### config.mk
export PLATFORM = sky130hd
export DESIGN_NAME = mul_div_unit
export DESIGN_NICKNAME = d
export VERILOG_FILES = /design/src/rtl/mul_div_unit.sv
export SDC_FILE = /design/constraint.sdc
export NUM_CORES = 1
export LEC_CHECK = 0
export ABC_CLOCK_PERIOD_IN_PS = 11000
export CAP_MARGIN = 20
export CELL_PAD_IN_SITES_DETAIL_PLACEMENT = 0
export CELL_PAD_IN_SITES_GLOBAL_PLACEMENT = 1
export CORE_ASPECT_RATIO = 0.75
export CORE_MARGIN = 2
export CORE_UTILIZATION = 48
export CTS_CLUSTER_DIAMETER = 40
export CTS_CLUSTER_SIZE = 10
export DETAILED_ROUTE_END_ITERATION = 10
export PLACE_DENSITY_LB_ADDON = 0.1
export SYNTH_ARGS = -nofsm -noshare
export SYNTH_HDL_FRONTEND = slang
export SYNTH_SLANG_ARGS = --single-unit
### constraint.sdc
create_clock -name clk -period 11 [get_ports clk]
set_input_delay 3.3 -clock clk [delete_from_list [all_inputs] [get_ports clk]]
set_output_delay 3.3 -clock clk [all_outputs]
set_load 0.1 [all_outputs]
### src/rtl/mul_div_unit.sv
// Iterative RV32M multiply/divide unit for the execute stage.
// Handles MUL/MULH/MULHSU/MULHU/DIV/DIVU/REM/REMU one bit per cycle on operand
// magnitudes; the result sign is applied once, when the final step completes.
// Ports:
//   clk, reset   clock and synchronous active-high reset
//   MD_Start     request, accepted in IDLE when MD_Kill is low
//   MD_OP        RV32M funct3 of the operation
//   MD_In_A/B    operands (rs1/rs2), sampled only on acceptance
//   MD_Kill      flush: abandon the operation in flight
//   MD_Busy      high while state != IDLE
//   MD_Done      one-cycle completion pulse
//   MD_Out       result register, held until the next completion or reset
module mul_div_unit #(
  parameter int unsigned DWIDTH = 32
) (
  input  logic              clk,
  input  logic              reset,
  input  logic              MD_Start,
  input  logic [2:0]        MD_OP,
  input  logic [DWIDTH-1:0] MD_In_A,
  input  logic [DWIDTH-1:0] MD_In_B,
  input  logic              MD_Kill,
  output logic              MD_Busy,
  output logic              MD_Done,
  output logic [DWIDTH-1:0] MD_Out
);

  localparam int unsigned       CntW    = $clog2(DWIDTH);
  localparam logic [CntW-1:0]   LastCnt = CntW'(DWIDTH - 1);
  localparam logic [DWIDTH-1:0] MinNeg  = {1'b1, {(DWIDTH-1){1'b0}}};

  typedef enum logic [1:0] {StIdle, StCalc, StDone} state_e;

  state_e            state_q;
  logic [2:0]        op_q;
  logic [DWIDTH-1:0] hi_q;      // mul: product high half; div: partial remainder
  logic [DWIDTH-1:0] lo_q;      // mul: multiplier / product low half; div: dividend / quotient
  logic [DWIDTH-1:0] b_q;       // |B|: multiplicand or divisor
  logic              neg_q;     // product / quotient sign
  logic              rem_neg_q; // remainder takes the dividend's sign
  logic [CntW-1:0]   cnt_q;
  logic              done_q;
  logic [DWIDTH-1:0] out_q;

  // Operand decode for the incoming request.
  logic              a_signed, b_signed, a_neg, b_neg;
  logic [DWIDTH-1:0] a_mag, b_mag;
  logic              div_zero, div_ovf;
  logic [DWIDTH-1:0] special_res;

  always_comb begin
    a_signed = (MD_OP != 3'b011) && (MD_OP != 3'b101) && (MD_OP != 3'b111);
    b_signed = a_signed && (MD_OP != 3'b010);
    a_neg    = a_signed && MD_In_A[DWIDTH-1];
    b_neg    = b_signed && MD_In_B[DWIDTH-1];
    a_mag    = a_neg ? -MD_In_A : MD_In_A;
    b_mag    = b_neg ? -MD_In_B : MD_In_B;
    div_zero = MD_OP[2] && (MD_In_B == '0);
    // Only signed DIV/REM can overflow.
    div_ovf  = MD_OP[2] && !MD_OP[0] && (MD_In_A == MinNeg) && (MD_In_B == '1);
    special_res = '0;
    if (div_zero) begin
      special_res = MD_OP[1] ? MD_In_A : '1;
    end else if (div_ovf) begin
      special_res = MD_OP[1] ? '0 : MinNeg;
    end
  end

  // One iteration of the datapath plus the sign-corrected result of that step.
  logic [DWIDTH:0]     sum, trial;
  logic [DWIDTH-1:0]   hi_step, lo_step;
  logic [2*DWIDTH-1:0] prod_fin;
  logic [DWIDTH-1:0]   quo_fin, rem_fin, calc_res;

  always_comb begin
    sum   = {1'b0, hi_q} + (lo_q[0] ? {1'b0, b_q} : {(DWIDTH+1){1'b0}});
    // Shifted-in remainder needs DWIDTH+1 bits; the top bit doubles as the borrow.
    trial = {hi_q, lo_q[DWIDTH-1]} - {1'b0, b_q};
    if (op_q[2]) begin
      if (!trial[DWIDTH]) begin
        hi_step = trial[DWIDTH-1:0];
        lo_step = {lo_q[DWIDTH-2:0], 1'b1};
      end else begin
        hi_step = {hi_q[DWIDTH-2:0], lo_q[DWIDTH-1]};
        lo_step = {lo_q[DWIDTH-2:0], 1'b0};
      end
    end else begin
      hi_step = sum[DWIDTH:1];
      lo_step = {sum[0], lo_q[DWIDTH-1:1]};
    end
    prod_fin = neg_q ? -{hi_step, lo_step} : {hi_step, lo_step};
    quo_fin  = neg_q ? -lo_step : lo_step;
    rem_fin  = rem_neg_q ? -hi_step : hi_step;
    if (op_q[2]) begin
      calc_res = op_q[1] ? rem_fin : quo_fin;
    end else if (op_q[1:0] == 2'b00) begin
      calc_res = prod_fin[DWIDTH-1:0];
    end else begin
      calc_res = prod_fin[2*DWIDTH-1:DWIDTH];
    end
  end

  always_ff @(posedge clk) begin
    if (reset) begin
      state_q   <= StIdle;
      op_q      <= '0;
      hi_q      <= '0;
      lo_q      <= '0;
      b_q       <= '0;
      neg_q     <= 1'b0;
      rem_neg_q <= 1'b0;
      cnt_q     <= '0;
      done_q    <= 1'b0;
      out_q     <= '0;
    end else begin
      // The pulse follows the DONE cycle, so a kill seen in DONE cannot cancel it.
      done_q <= (state_q == StDone);
      unique case (state_q)
        StIdle: begin
          if (MD_Start && !MD_Kill) begin
            op_q      <= MD_OP;
            hi_q      <= '0;
            lo_q      <= a_mag;
            b_q       <= b_mag;
            neg_q     <= a_neg ^ b_neg;
            rem_neg_q <= a_neg;
            cnt_q     <= '0;
            if (div_zero || div_ovf) begin
              out_q   <= special_res;
              state_q <= StDone;
            end else begin
              state_q <= StCalc;
            end
          end
        end
        StCalc: begin
          if (MD_Kill) begin
            state_q <= StIdle;
          end else begin
            hi_q  <= hi_step;
            lo_q  <= lo_step;
            cnt_q <= cnt_q + CntW'(1);
            if (cnt_q == LastCnt) begin
              out_q   <= calc_res;
              state_q <= StDone;
            end
          end
        end
        StDone: begin
          state_q <= StIdle;
        end
        default: begin
          state_q <= StIdle;
        end
      endcase
    end
  end

  assign MD_Busy = (state_q != StIdle);
  assign MD_Done = done_q;
  assign MD_Out  = out_q;

endmodule

# Word-level counts from Yosys, hierarchy flattened
# Cells that the tools add are included.
# classes
reduce_logical,22
n_mux,36
eq_ne,14
bitwise,1
n_addsub,8
# ops
cell,n
$mux W32,23
$pmux W32 S2,3
$neg A32 Y32,4
$eq A32 B32 Y1 const B,2
$mux W64,1
$neg A64 Y64,1
$add A32 B32 Y33,1
$sub A33 B32 Y33,1
$logic_not A32 Y1,1
$logic_and A1 B1 Y1,10
$mux W5,2
$pmux W5 S2,1
$ne A3 B3 Y1 const B,3
$mux W2,4
$ne A2 B2 Y1 const B,4
$ne A3 B2 Y1 const B,2
$add A5 B1 Y5 const B,1
$eq A5 B5 Y1 const B,1
$reduce_and A5 Y1,1
$logic_not A2 Y1,2
$pmux W2 S2,1
$reduce_and A2 Y1,2
$reduce_bool A2 Y1,2
$reduce_and A3 Y1,1
6 further kinds,7
# totals
regBits,141
inputBits,71
word_cells,91
out_inout_bits,34

# Longest topological paths before layout
# Gate-level depths: netlist of run 1.
# depth
ltp_word,10
mapped_depth,26
mapped_depth_nobuf,25

# Worst setup path before layout of run 1
# No wires, ideal clock.
# synth_timing
kind,input to register
startpoint,input MD_In_B[8]
endpoint,register out_q[31] (netlist: MD_Out[31])
n_path_buf,0
t_required_ps,10942
path_stages,12
setup_ps,58
arrival_time_ps,6348
setup_slack_ps,4595
path_cell_list,or4_1 or4_1 nor4_1 nand2_1 nor4bb_1 nand2_1 nand2_1 a21oi_1 nor3_1 o21ai_0 o41ai_1 a31o_2
# synth_via
elab_chain_cells,7
word_cells_on_any_way,12
cone_classes,2 x eq/ne; 5 x mux; 5 x reduce/logical
# synth_lines
element,line,source
"start, declared",21,"input logic [DWIDTH-1:0] MD_In_B,"
$eq A32 B32 Y1,60,div_ovf = MD_OP[2] && !MD_OP[0] && (MD_In_A == MinNeg) && (MD_In_B == '1);
$logic_and A1 B1 Y1,60,
$mux W32,64,end else if (div_ovf) begin
$mux W32,62,if (div_zero) begin
$mux W32,128,if (div_zero || div_ovf) begin
$mux W32,120,if (MD_Start && !MD_Kill) begin
$pmux W32 S2,118,unique case (state_q)
"end signal, assigned",129,out_q <= special_res;
"end signal, assigned",144,out_q <= calc_res;
"end, declared",43,logic [DWIDTH-1:0] out_q;
# Several ways; a longest one is shown, not always the timed one. The select of a mux whose other input is x is not followed.
# A chain may end at the register's enable or synchronous reset.

# Worst setup path in the final report of run 1
# layout_timing
startpoint,input MD_In_A[0]
endpoint,register out_q[31] (netlist: MD_Out[31])
# layout_via
elab_chain_cells,8
word_cells_on_any_way,11
cone_classes,2 x eq/ne; 5 x mux; 4 x reduce/logical
# layout_lines
element,line,source
"start, declared",20,"input logic [DWIDTH-1:0] MD_In_A,"
$eq A32 B32 Y1 (*),60,
$logic_and A1 B1 Y1 (*) (2 in series),60,
$mux W32,64,
$mux W32,62,
$mux W32,128,
$mux W32,120,
$pmux W32 S2,118,
# Every way passes the cells marked *; elsewhere a longest branch is shown, timed or not. The select of a mux whose other input is x is not followed.

==> impl_metrics.csv, run 1 <==
group,metric,value,unit
finish,finalNonFillerCells,2731,
die,fp.dieH,161,um
critical_path,crit_buf_inv,3,
timing,setup_viol,0,
synth,yosys.area.top_type,"dfxtp_1",
timing,tns,0,ns
placement,gp_congestion,0.996,
synth,synth_nets,2409,
clocking,h-tree-depth,4,
die,die_w,214,um
clocking,postCtsHoldBufs,0,
critical_path,cp_num_cells,16,
synth,ys_ff_latch,141,
timing,slew_violations,0,
synth,ys_warn_count,0,
power_and_ir_drop,leakage,6.51,nW
route,via_per_inst,6.61,
die,initial_core_util,48.9,%
clocking,numCtsBuffers,17,
critical_path,reg2reg_depth,21,
critical_path,critPathTopFamily,"simple AND/OR/NAND/NOR gates",
critical_path,worstPathCellList,"clkdlybuf4s50_1 > inv_1 > ha_1 > nand2_1 > nor3_1 > nand3b_1 > nor2_1 > nand2_1 > o31ai_1 > mux2_2 > o21ai_2 > buf_4 > nor3_1 > o21ai_0 > o41ai_1 > a31o_2",
timing,final_hold_viol_count,0,
die,num_rows,57,
clocking,clock-sinks,141,
job,maxCapViolations,0,
die,core_area,32400,um^2
timing,relSlewSlack,28.6,%
critical_path,crit_arrival,7.63,ns
grt,grt_overflow,0,
clocking,clkLatencyLatePin,0.45,ns
route,drcViolationCount,0,
hold_path,hold_class,"reg -> reg",
route,wl_per_cell,23.2,um
clocking,cts.path.max_buffers,2,
synth,yosysTopAreaCellShare,17.8,%
synth,async_flop_share,0,%
clocking,post_cts_buffers,0,
synth,ys.flop_type,"dfxtp_1",
placement,placed_area,17100,um^2
grt,grt_pass1_vias,16193,
timing,fin_crit_sh,65.7,%
finish,nNetsFinal,2420,
grt,grt_max_degree,79,
route,postRouteAntennaNets,0,
grt,gr-usage-all-layers,35.7,%
synth,ys_seq_area_share,17.8,%
critical_path,worstSetupPathType,"in -> reg",
critical_path,critPathRequiredTime,11.40,ns
synth,synth.avg_cell_area,7.00,um^2
route,drtIter0Drc,2217,
grt,antenna_found_initial,1,
timing,worst_slew_pin_slew,1.07,ns
clocking,post_cts.resized_instances,0,
critical_path,slowest_delay,0.56,ns
critical_path,end_kind,"flop",
grt,grt_pass1_wl,97.0,mm
timing,rsz0062_at_grt,"no",
synth,yosysUniqueCellTypes,95,
critical_path,cpMaxStageDelayCell,"nor3_1",
timing,max_freq,138,MHz
placement,hpwl,48.3,mm
synth,synthesis.area,15900,um^2
clocking,tritoncts,"yes",
route,dr.pass1.iters,7,
hold_path,hold_depth,2,
timing,whs,0.479,ns
critical_path,startpoint_type,"input port",
synth,synth_cells,2265,
power_and_ir_drop,p_per_area,99.7,nW/um^2
placement,portBuffers,104,
clocking,cts_root_buf,"clkbuf_16",
finish,syn_to_final_growth,12.5,%
timing,skew,0.00963,ns
finish,fin_area,17800,um^2
die,io_pins,105,
finish,layout-drive-gt1-share,5.94,%
power_and_ir_drop,peakVddDrop,0.0000822,V
synth,synth_area_leaders,"dfxtp_1 (18%), nor2_1 (6.0%), a21oi_1 (5.6%)",
finish,num_antenna_cells,0,
critical_path,r2r_setup_slack,3.94,ns
critical_path,path_max_fanout,22,
placement,dp_cells,2694,
synth,synth_edf_count,0,
timing,min_period,7.23,ns
route,wirelength,63.4,mm
outcome,status,"finished clean",
route,route.vias.total,18053,
clocking,path_clk_slew,0.07,ns
die,die_area,34500,um^2
-- logic make-up after synthesis --
kind of cell | count (synthesis) | synth area share (%)
buf+inv | 224 | 5.47
compound gates | 753 | 31.9
flops | 141 | 17.8
fa+ha+maj | 73 | 5.85
xor+xnor | 170 | 9.39
mux | 53 | 3.47
simple gates | 851 | 26.2
-- worst paths after layout --
check                        startpoint                       to
setup / recovery             MD_In_A[0]  MD_Out[31]$_SDFFE_PP0P_
setup reg to reg    b_q[1]$_SDFFE_PP0P_  MD_Out[26]$_SDFFE_PP0P_
hold / removal    cnt_q[4]$_SDFFE_PP0P_    cnt_q[4]$_SDFFE_PP0P_
hold reg to reg   cnt_q[4]$_SDFFE_PP0P_    cnt_q[4]$_SDFFE_PP0P_
-- tightest hold or removal path, stage by stage (launching register included) --
cell and delay, ns:
dfxtp_1 0.32, nand2_1 0.06, a21oi_1 0.05
-- cells in the mapped netlist, types with 19 or more instances --
| library cell | instances |
|---|---|
| inv_1 | 78 |
| nor3_1 | 69 |
| or3_1 | 28 |
| a21o_1 | 29 |
| nand2_1 | 227 |
| a22oi_1 | 31 |
| and2_1 | 46 |
| a211oi_1 | 60 |
| o211ai_1 | 48 |
| nor2_1 | 254 |
| ha_1 | 71 |
| a31oi_1 | 29 |
| clkbuf_1 | 114 |
| o21ai_0 | 152 |
| mux2i_1 | 37 |
| buf_2 | 19 |
| nor4_1 | 28 |
| a21oi_1 | 178 |
| nand4_1 | 31 |
| nand3_1 | 47 |
| a311oi_1 | 27 |
| xor2_1 | 83 |
| o31ai_1 | 30 |
| xnor2_1 | 87 |
| dfxtp_1 | 141 |
-- area by class of cell --
type / instances / area (um^2)
sequential: 141 / 2830
timing repair buffer: 137 / 1340
inverter: 79 / 297
multi-input combinational: 1900 / 12200
clock buffer: 18 / 429
fill: 3233 / 14600
clock inverter: 14 / 184
tap: 442 / 553
-- through the flow --
stage / power (mW) / utilization (%) / setup slack [ns]
after floorplan: 0.945 / - / 4.59
after global placement: 1.13 / 52.8 / 3.37
after detailed placement: 1.14 / 52.8 / 3.09
after CTS: 1.76 / 54.7 / 3.55
after global routing: 1.85 / 55.0 / 3.46
final: 1.78 / 55.0 / 3.77
-- cells in the final DEF, fill, tap and decap left out, types with 11 or more instances in the layout --
master and instances:
nor2_1 251, nand2_1 227, a21oi_1 178, o21ai_0 151
dfxtp_1 139, clkdlybuf4s50_1 103, xnor2_1 87, xor2_1 83
inv_1 78, ha_1 71, nor3_1 68, a211oi_1 60
o211ai_1 48, nand3_1 47, and2_1 46, mux2i_1 37
a22oi_1 31, nand4_1 31, o31ai_1 30, a21o_1 29
a31oi_1 29, buf_4 29, nor4_1 28, or3_1 28
a311oi_1 27, or4_1 17, clkbuf_16 17, or2_2 16
mux2_2 16, nand2b_1 16, o21bai_1 14, o221ai_1 14
and3_1 12, o21a_1 11, a211o_1 11, o2111ai_1 11
-- power by group --
part	total (mW)	leakage [nW]	switching (mW)	internal, mW
Clock	0.625	0.298	0.263	0.362
Combinational	0.591	5.06	0.383	0.208
Sequential	0.563	1.15	0.0329	0.530
Total	1.78	6.51	0.679	1.10
-- sequential cells by signal, indices dropped and copies added, names as in the netlist --
name and count:
neg_q 1, lo_q 32, op_q 3, MD_Out 32, b_q 32, rem_neg_q 1
hi_q 32, MD_Done 1, cnt_q 5, state_q 2
-- per-layer routing --
metal / up-vias / global-route usage [%] / wire (um)
li1: 8427 / - / -
met1: 8579 / 51.9 / 29100
met2: 958 / 51.9 / 25900
met3: 87 / 9.53 / 7340
met4: 2 / 8.90 / 1080
met5: - / 0 / 13
Note: power is estimated with default switching activity, not from simulation.
==> run 2, diff against run 1 <==
--- a/config.mk
+++ b/config.mk
@@ -5,13 +5,13 @@
 export SDC_FILE = /design/constraint.sdc
 export NUM_CORES = 1
 export LEC_CHECK = 0
-export ABC_CLOCK_PERIOD_IN_PS = 11000
+export ABC_CLOCK_PERIOD_IN_PS = 6150
 export CAP_MARGIN = 20
 export CELL_PAD_IN_SITES_DETAIL_PLACEMENT = 0
 export CELL_PAD_IN_SITES_GLOBAL_PLACEMENT = 1
 export CORE_ASPECT_RATIO = 0.75
 export CORE_MARGIN = 2
-export CORE_UTILIZATION = 48
+export CORE_UTILIZATION = 40
 export CTS_CLUSTER_DIAMETER = 40
 export CTS_CLUSTER_SIZE = 10
 export DETAILED_ROUTE_END_ITERATION = 10
==> constraint.sdc (replaced) <==
create_clock -name clk -period 6.15 [get_ports clk]
set_input_delay 1.845 -clock clk [delete_from_list [all_inputs] [get_ports clk]]
set_output_delay 1.845 -clock clk [all_outputs]
set_load 0.1 [all_outputs]
==> impl_metrics.csv, run 2 (synthesis results as in run 1) <==
group,metric,value,unit
outcome,status,"finished clean",
grt,grt_max_degree,73,
power_and_ir_drop,p_comb_share,34.5,%
timing,worst_slew_pin_slew,1.36,ns
timing,tns,0,ns
critical_path,slowest_delay,0.66,ns
critical_path,cpMaxStageDelayCell,"dfxtp_1",
critical_path,crit_arrival,6.21,ns
route,dr.pass1.iters,6,
power_and_ir_drop,power_frac_seq,31.0,%
power_and_ir_drop,peakVddDrop,0.000226,V
route,drtIter0Drc,2162,
clocking,cts.path.max_buffers,2,
critical_path,worstSetupPathType,"reg -> reg",
grt,grt_pass1_vias,16468,
die,fp.dieH,176,um
finish,nNetsFinal,2487,
grt,antenna_found_initial,5,
placement,pre_cts_ws,0.101,ns
die,num_rows,63,
placement,portBuffers,104,
critical_path,critPathRequiredTime,6.53,ns
timing,max_freq,171,MHz
timing,skew,0.0136,ns
clocking,h-tree-depth,4,
finish,fin_area,18400,um^2
critical_path,cpMostUsedCell,"a211oi_1",
finish,syn_to_final_growth,15.9,%
finish,final_core_util,46.8,%
finish,finalNonFillerCells,2877,
power_and_ir_drop,p_int,1.93,mW
clocking,clock-sinks,141,
route,route.vias.total,18251,
timing,slew_violations,0,
critical_path,end_kind,"flop",
route,via_per_inst,6.34,
clocking,clkLatencyLatePin,0.49,ns
timing,fin_crit_sh,94.8,%
power_and_ir_drop,switching_share,40.1,%
power_and_ir_drop,leakage,6.81,nW
power_and_ir_drop,p_per_area,175,nW/um^2
clocking,path_clk_slew,0.07,ns
die,die_area,41300,um^2
critical_path,path_max_fanout,22,
timing,worst_slack,0.317,ns
placement,hpwl,54.5,mm
power_and_ir_drop,switching_power,1.29,mW
route,drcViolationCount,0,
timing,relSlewSlack,8.88,%
die,die_w,234,um
finish,layout-drive-gt1-share,8.70,%
die,core_area,39300,um^2
finish,mostFrequentLayoutCells,"nor2_1 (251), nand2_1 (227), a21oi_1 (178), o21ai_0 (151), dfxtp_1 (139)",
timing,min_period,5.83,ns
clocking,postCtsHoldBufs,0,
route,wirelength,70.0,mm
job,maxCapViolations,0,
hold_path,hold_class,"reg -> reg",
die,initial_core_util,40.3,%
critical_path,worstPathCellList,"buf_4 > and2_1 > ha_1 > a21oi_1 > o21ai_0 > a211oi_1 > nand3_1 > a311oi_1 > mux2_2 > a211oi_1 > or4b_4 > or2_4 > o41ai_1 > xnor2_1 > a221oi_2 > a2111oi_1",
grt,grt_overflow,0,
finish,final_common_cell,"nor2_1",
clocking,cts_root_buf,"clkbuf_16",
placement,dp_cells,2839,
timing,rsz0062_at_grt,"no",
route,wl_per_cell,24.3,um
route,postRouteAntennaNets,0,
placement,gp_congestion,0.975,
placement,placed_area,17800,um^2
timing,final_hold_viol_count,0,
grt,gr-usage-all-layers,33.8,%
clocking,numCtsBuffers,17,
power_and_ir_drop,power_frac_clock,34.5,%
timing,setup_viol,0,
clocking,tritoncts,"yes",
die,io_pins,105,
critical_path,startpoint_type,"flop",
grt,grt_pass1_wl,105,mm
==> run 2: path summary, 6_finish.rpt <==
kind                                       startpoint  slack [ns]  cells after the start                       to
worst max-delay path             lo_q[0]$_SDFFE_PP0P_        0.32                     16  MD_Out[30]$_SDFFE_PP0P_
worst max register to register   lo_q[0]$_SDFFE_PP0P_        0.32                     16  MD_Out[30]$_SDFFE_PP0P_
worst min-delay path            cnt_q[4]$_SDFFE_PP0P_        0.48                      2    cnt_q[4]$_SDFFE_PP0P_
worst min register to register  cnt_q[4]$_SDFFE_PP0P_        0.48                      2    cnt_q[4]$_SDFFE_PP0P_
==> run 2: repair_timing <==
| item | in CTS | in global routing |
|---|---|---|
| buffers inserted | 0 | 5 |
| resized for setup | 0 | 2 |
| setup endpoints to repair | 0 | 15 |
==> run 2: metal layers <==
layer	up-vias	part of all wire (%)	GRT usage [%]
met5	-	0.049	0
met4	4	1.7	7.07
met3	80	9.9	7.51
met2	870	39	46.6
met1	8731	49	52.5
li1	8566	-	-
==> run 2: power by group through the flow <==
stage	combinational (mW)	sequential (mW)	clock (mW)
after floorplan	0.700	0.990	0
after global placement	1.07	1.01	0
after detailed placement	1.07	1.02	0
after CTS	1.08	0.994	1.11
after global routing	1.20	1.00	1.15
final	1.11	0.996	1.11
==> run 2: critical path: cells and delay by family, from the launching register on <==
kind / cells / cell delay [ns]
AO/OA/AOI/OAI: 8 / 2.60
AND/OR/NAND/NOR: 4 / 1.32
flip-flops: 1 / 0.66
buffers and inverters: 1 / 0.34
adder cells (fa/ha/maj): 1 / 0.29
multiplexers: 1 / 0.29
XOR/XNOR: 1 / 0.18
==> run 2: layout make-up <==
cell class	count	area [um^2]
Tap cell	520	651
Fill cell	4148	20900
Antenna cell	1	2.50
Multi-Input combinational cell	1900	12200
Timing Repair Buffer	204	1810
Inverter	79	297
Clock inverter	13	130
Clock buffer	19	453
Sequential cell	141	2830
==> run 2: per-stage QoR <==
step,hold slack (ns),total power [mW]
finish,0.478,3.21
global route,0.493,3.35
CTS,0.477,3.18
detailed placement,0.468,2.09
global placement,0.442,2.08
floorplan,0.436,1.69
==> run 3, diff against run 2 <==
--- a/config.mk
+++ b/config.mk
@@ -15,7 +15,9 @@
 export CTS_CLUSTER_DIAMETER = 40
 export CTS_CLUSTER_SIZE = 10
 export DETAILED_ROUTE_END_ITERATION = 10
+export GPL_TIMING_DRIVEN = 0
 export PLACE_DENSITY_LB_ADDON = 0.1
 export SYNTH_ARGS = -nofsm -noshare
 export SYNTH_HDL_FRONTEND = slang
 export SYNTH_SLANG_ARGS = --single-unit
+export TNS_END_PERCENT = 10
==> impl_metrics.csv, run 3 (synthesis results as in run 1) <==
group,metric,value,unit
route,route.vias.total,19260,
timing,slew_violations,0,
die,initial_core_util,40.3,%
critical_path,startpoint_type,"flop",
clocking,path_clk_slew,0.07,ns
power_and_ir_drop,peakVddDrop,0.000232,V
timing,relSlewSlack,25.0,%
clocking,clock-sinks,141,
placement,dp_cells,2890,
clocking,cts_root_buf,"clkbuf_16",
power_and_ir_drop,fin_total_pwr,3.34,mW
critical_path,cpMaxStageDelayCell,"clkbuf_1",
route,dr.pass1.iters,8,
die,die_w,234,um
finish,final_core_util,47.1,%
route,drtIter0Drc,2571,
route,postRouteAntennaNets,0,
critical_path,cpMostUsedCell,"buf_2",
critical_path,crit_arrival,6.44,ns
finish,nNetsFinal,2542,
placement,portBuffers,103,
timing,max_freq,163,MHz
grt,grt_overflow,0,
finish,syn_to_final_growth,16.7,%
clocking,clkLatencyLatePin,0.48,ns
critical_path,end_kind,"flop",
grt,grt_max_degree,20,
critical_path,path_max_fanout,19,
clocking,tritoncts,"yes",
die,fp.dieH,176,um
grt,grt_pass1_vias,17089,
grt,gr-usage-all-layers,37.6,%
placement,pre_cts_ws,-2.19,ns
outcome,status,"finished clean",
timing,worst_slack,0.0151,ns
critical_path,worstPathCellList,"buf_2 > buf_2 > clkbuf_4 > clkbuf_4 > buf_4 > buf_2 > clkbuf_4 > buf_2 > clkdlybuf4s15_2 > clkbuf_1 > clkbuf_1 > a21oi_1 > mux2i_1 > a41oi_1",
die,num_rows,63,
hold_path,hold_class,"reg -> reg",
finish,final_common_cell,"nor2_1",
timing,tns,0,ns
critical_path,slowest_delay,0.87,ns
finish,layout-drive-gt1-share,7.05,%
timing,whs,0.468,ns
timing,setup_viol,0,
route,drcViolationCount,0,
grt,antenna_found_initial,2,
timing,worst_slew_pin_slew,1.13,ns
clocking,h-tree-depth,4,
timing,final_hold_viol_count,0,
critical_path,worstSetupPathType,"reg -> reg",
route,wl_per_cell,27.1,um
timing,min_period,6.13,ns
timing,rsz0062_at_grt,"no",
finish,fin_area,18500,um^2
die,io_pins,105,
grt,grt_pass1_wl,113,mm
die,core_area,39300,um^2
route,wirelength,79.5,mm
power_and_ir_drop,p_per_area,180,nW/um^2
die,die_area,41300,um^2
finish,nFillCells,4146,
placement,gp_congestion,1.02,
finish,register_area,2830,um^2
route,via_per_inst,6.57,
finish,multi_input_area,12300,um^2
clocking,numCtsBuffers,17,
job,maxCapViolations,0,
placement,placed_area,17600,um^2
timing,skew,0.0187,ns
finish,finalNonFillerCells,2933,
placement,hpwl,64.5,mm
power_and_ir_drop,leakage,6.71,nW
critical_path,critPathRequiredTime,6.45,ns
finish,mostFrequentLayoutCells,"nor2_1 (249), nand2_1 (227), a21oi_1 (177), o21ai_0 (151), dfxtp_1 (137)",
clocking,cts.path.max_buffers,2,
timing,fin_crit_sh,99.8,%
==> run 3: changes by cell type in the layout (fill, tap and decap cells not counted), moves of 4 or more <==
cell        change
clkinvlp_4      -4
buf_1           +7
clkbuf_4        +6
buf_4          -87
clkbuf_1      +104
clkbuf_2        +4
buf_2          +19
==> run 3: timing repair <==
| item | 4_1_cts | 5_1_grt |
|---|---|---|
| buffers inserted | 7 | 2 |
| pin swaps | 10 | 7 |
| resized for setup | 43 | 28 |
| hold buffers | 0 | 0 |
| endpoints found under the setup margin | 31 | 34 |
==> run 3: worst max-delay path, delay by kind of cell, from the launching register on <==
family	cells	cell delay [ns]
buffers and inverters	11	4.90
AO/OA/AOI/OAI	2	0.44
flip-flops	1	0.31
multiplexers	1	0.31
==> run 3: layout make-up <==
class | count | area share [%]
well taps | 520 | 3.52
diodes | 2 | 0.0270
clock buffers | 19 | 2.45
plain buffers | 142 | 3.30
flip-flops and latches | 141 | 15.3
inverters | 79 | 1.60
repair buffers | 117 | 6.20
clock inverters | 13 | 0.933
multi-input cells | 1900 | 66.7
==> run 3: report_power, final <==
part           internal (mW)  switching [mW]  leakage (nW)  total (mW)
logic                  0.388           0.786          5.25        1.17
clock network          0.670           0.491         0.312        1.16
registers              0.948          0.0584          1.15        1.01
total                   2.01            1.33          6.71        3.34
==> run 3: layer usage <==
| layer | GRT usage, % | routed length, um | share of wire [%] |
|---|---|---|---|
| met1 | 56.1 | 36900 | 46 |
| met4 | 8.49 | 1490 | 1.9 |
| met5 | 0 | 18 | 0.023 |
| met3 | 14.4 | 10900 | 14 |
| met2 | 49.7 | 30200 | 38 |
==> run 3: final timing paths <==
kind / startpoint / end / slack, ns / depth (start not counted)
worst max-delay path: op_q[2]$_SDFFE_PP0P_ / MD_Out[11]$_SDFFE_PP0P_ / 0.02 / 14
worst min register to register: cnt_q[4]$_SDFFE_PP0P_ / cnt_q[4]$_SDFFE_PP0P_ / 0.47 / 2
worst max register to register: op_q[2]$_SDFFE_PP0P_ / MD_Out[11]$_SDFFE_PP0P_ / 0.02 / 14
worst min-delay path: cnt_q[4]$_SDFFE_PP0P_ / cnt_q[4]$_SDFFE_PP0P_ / 0.47 / 2
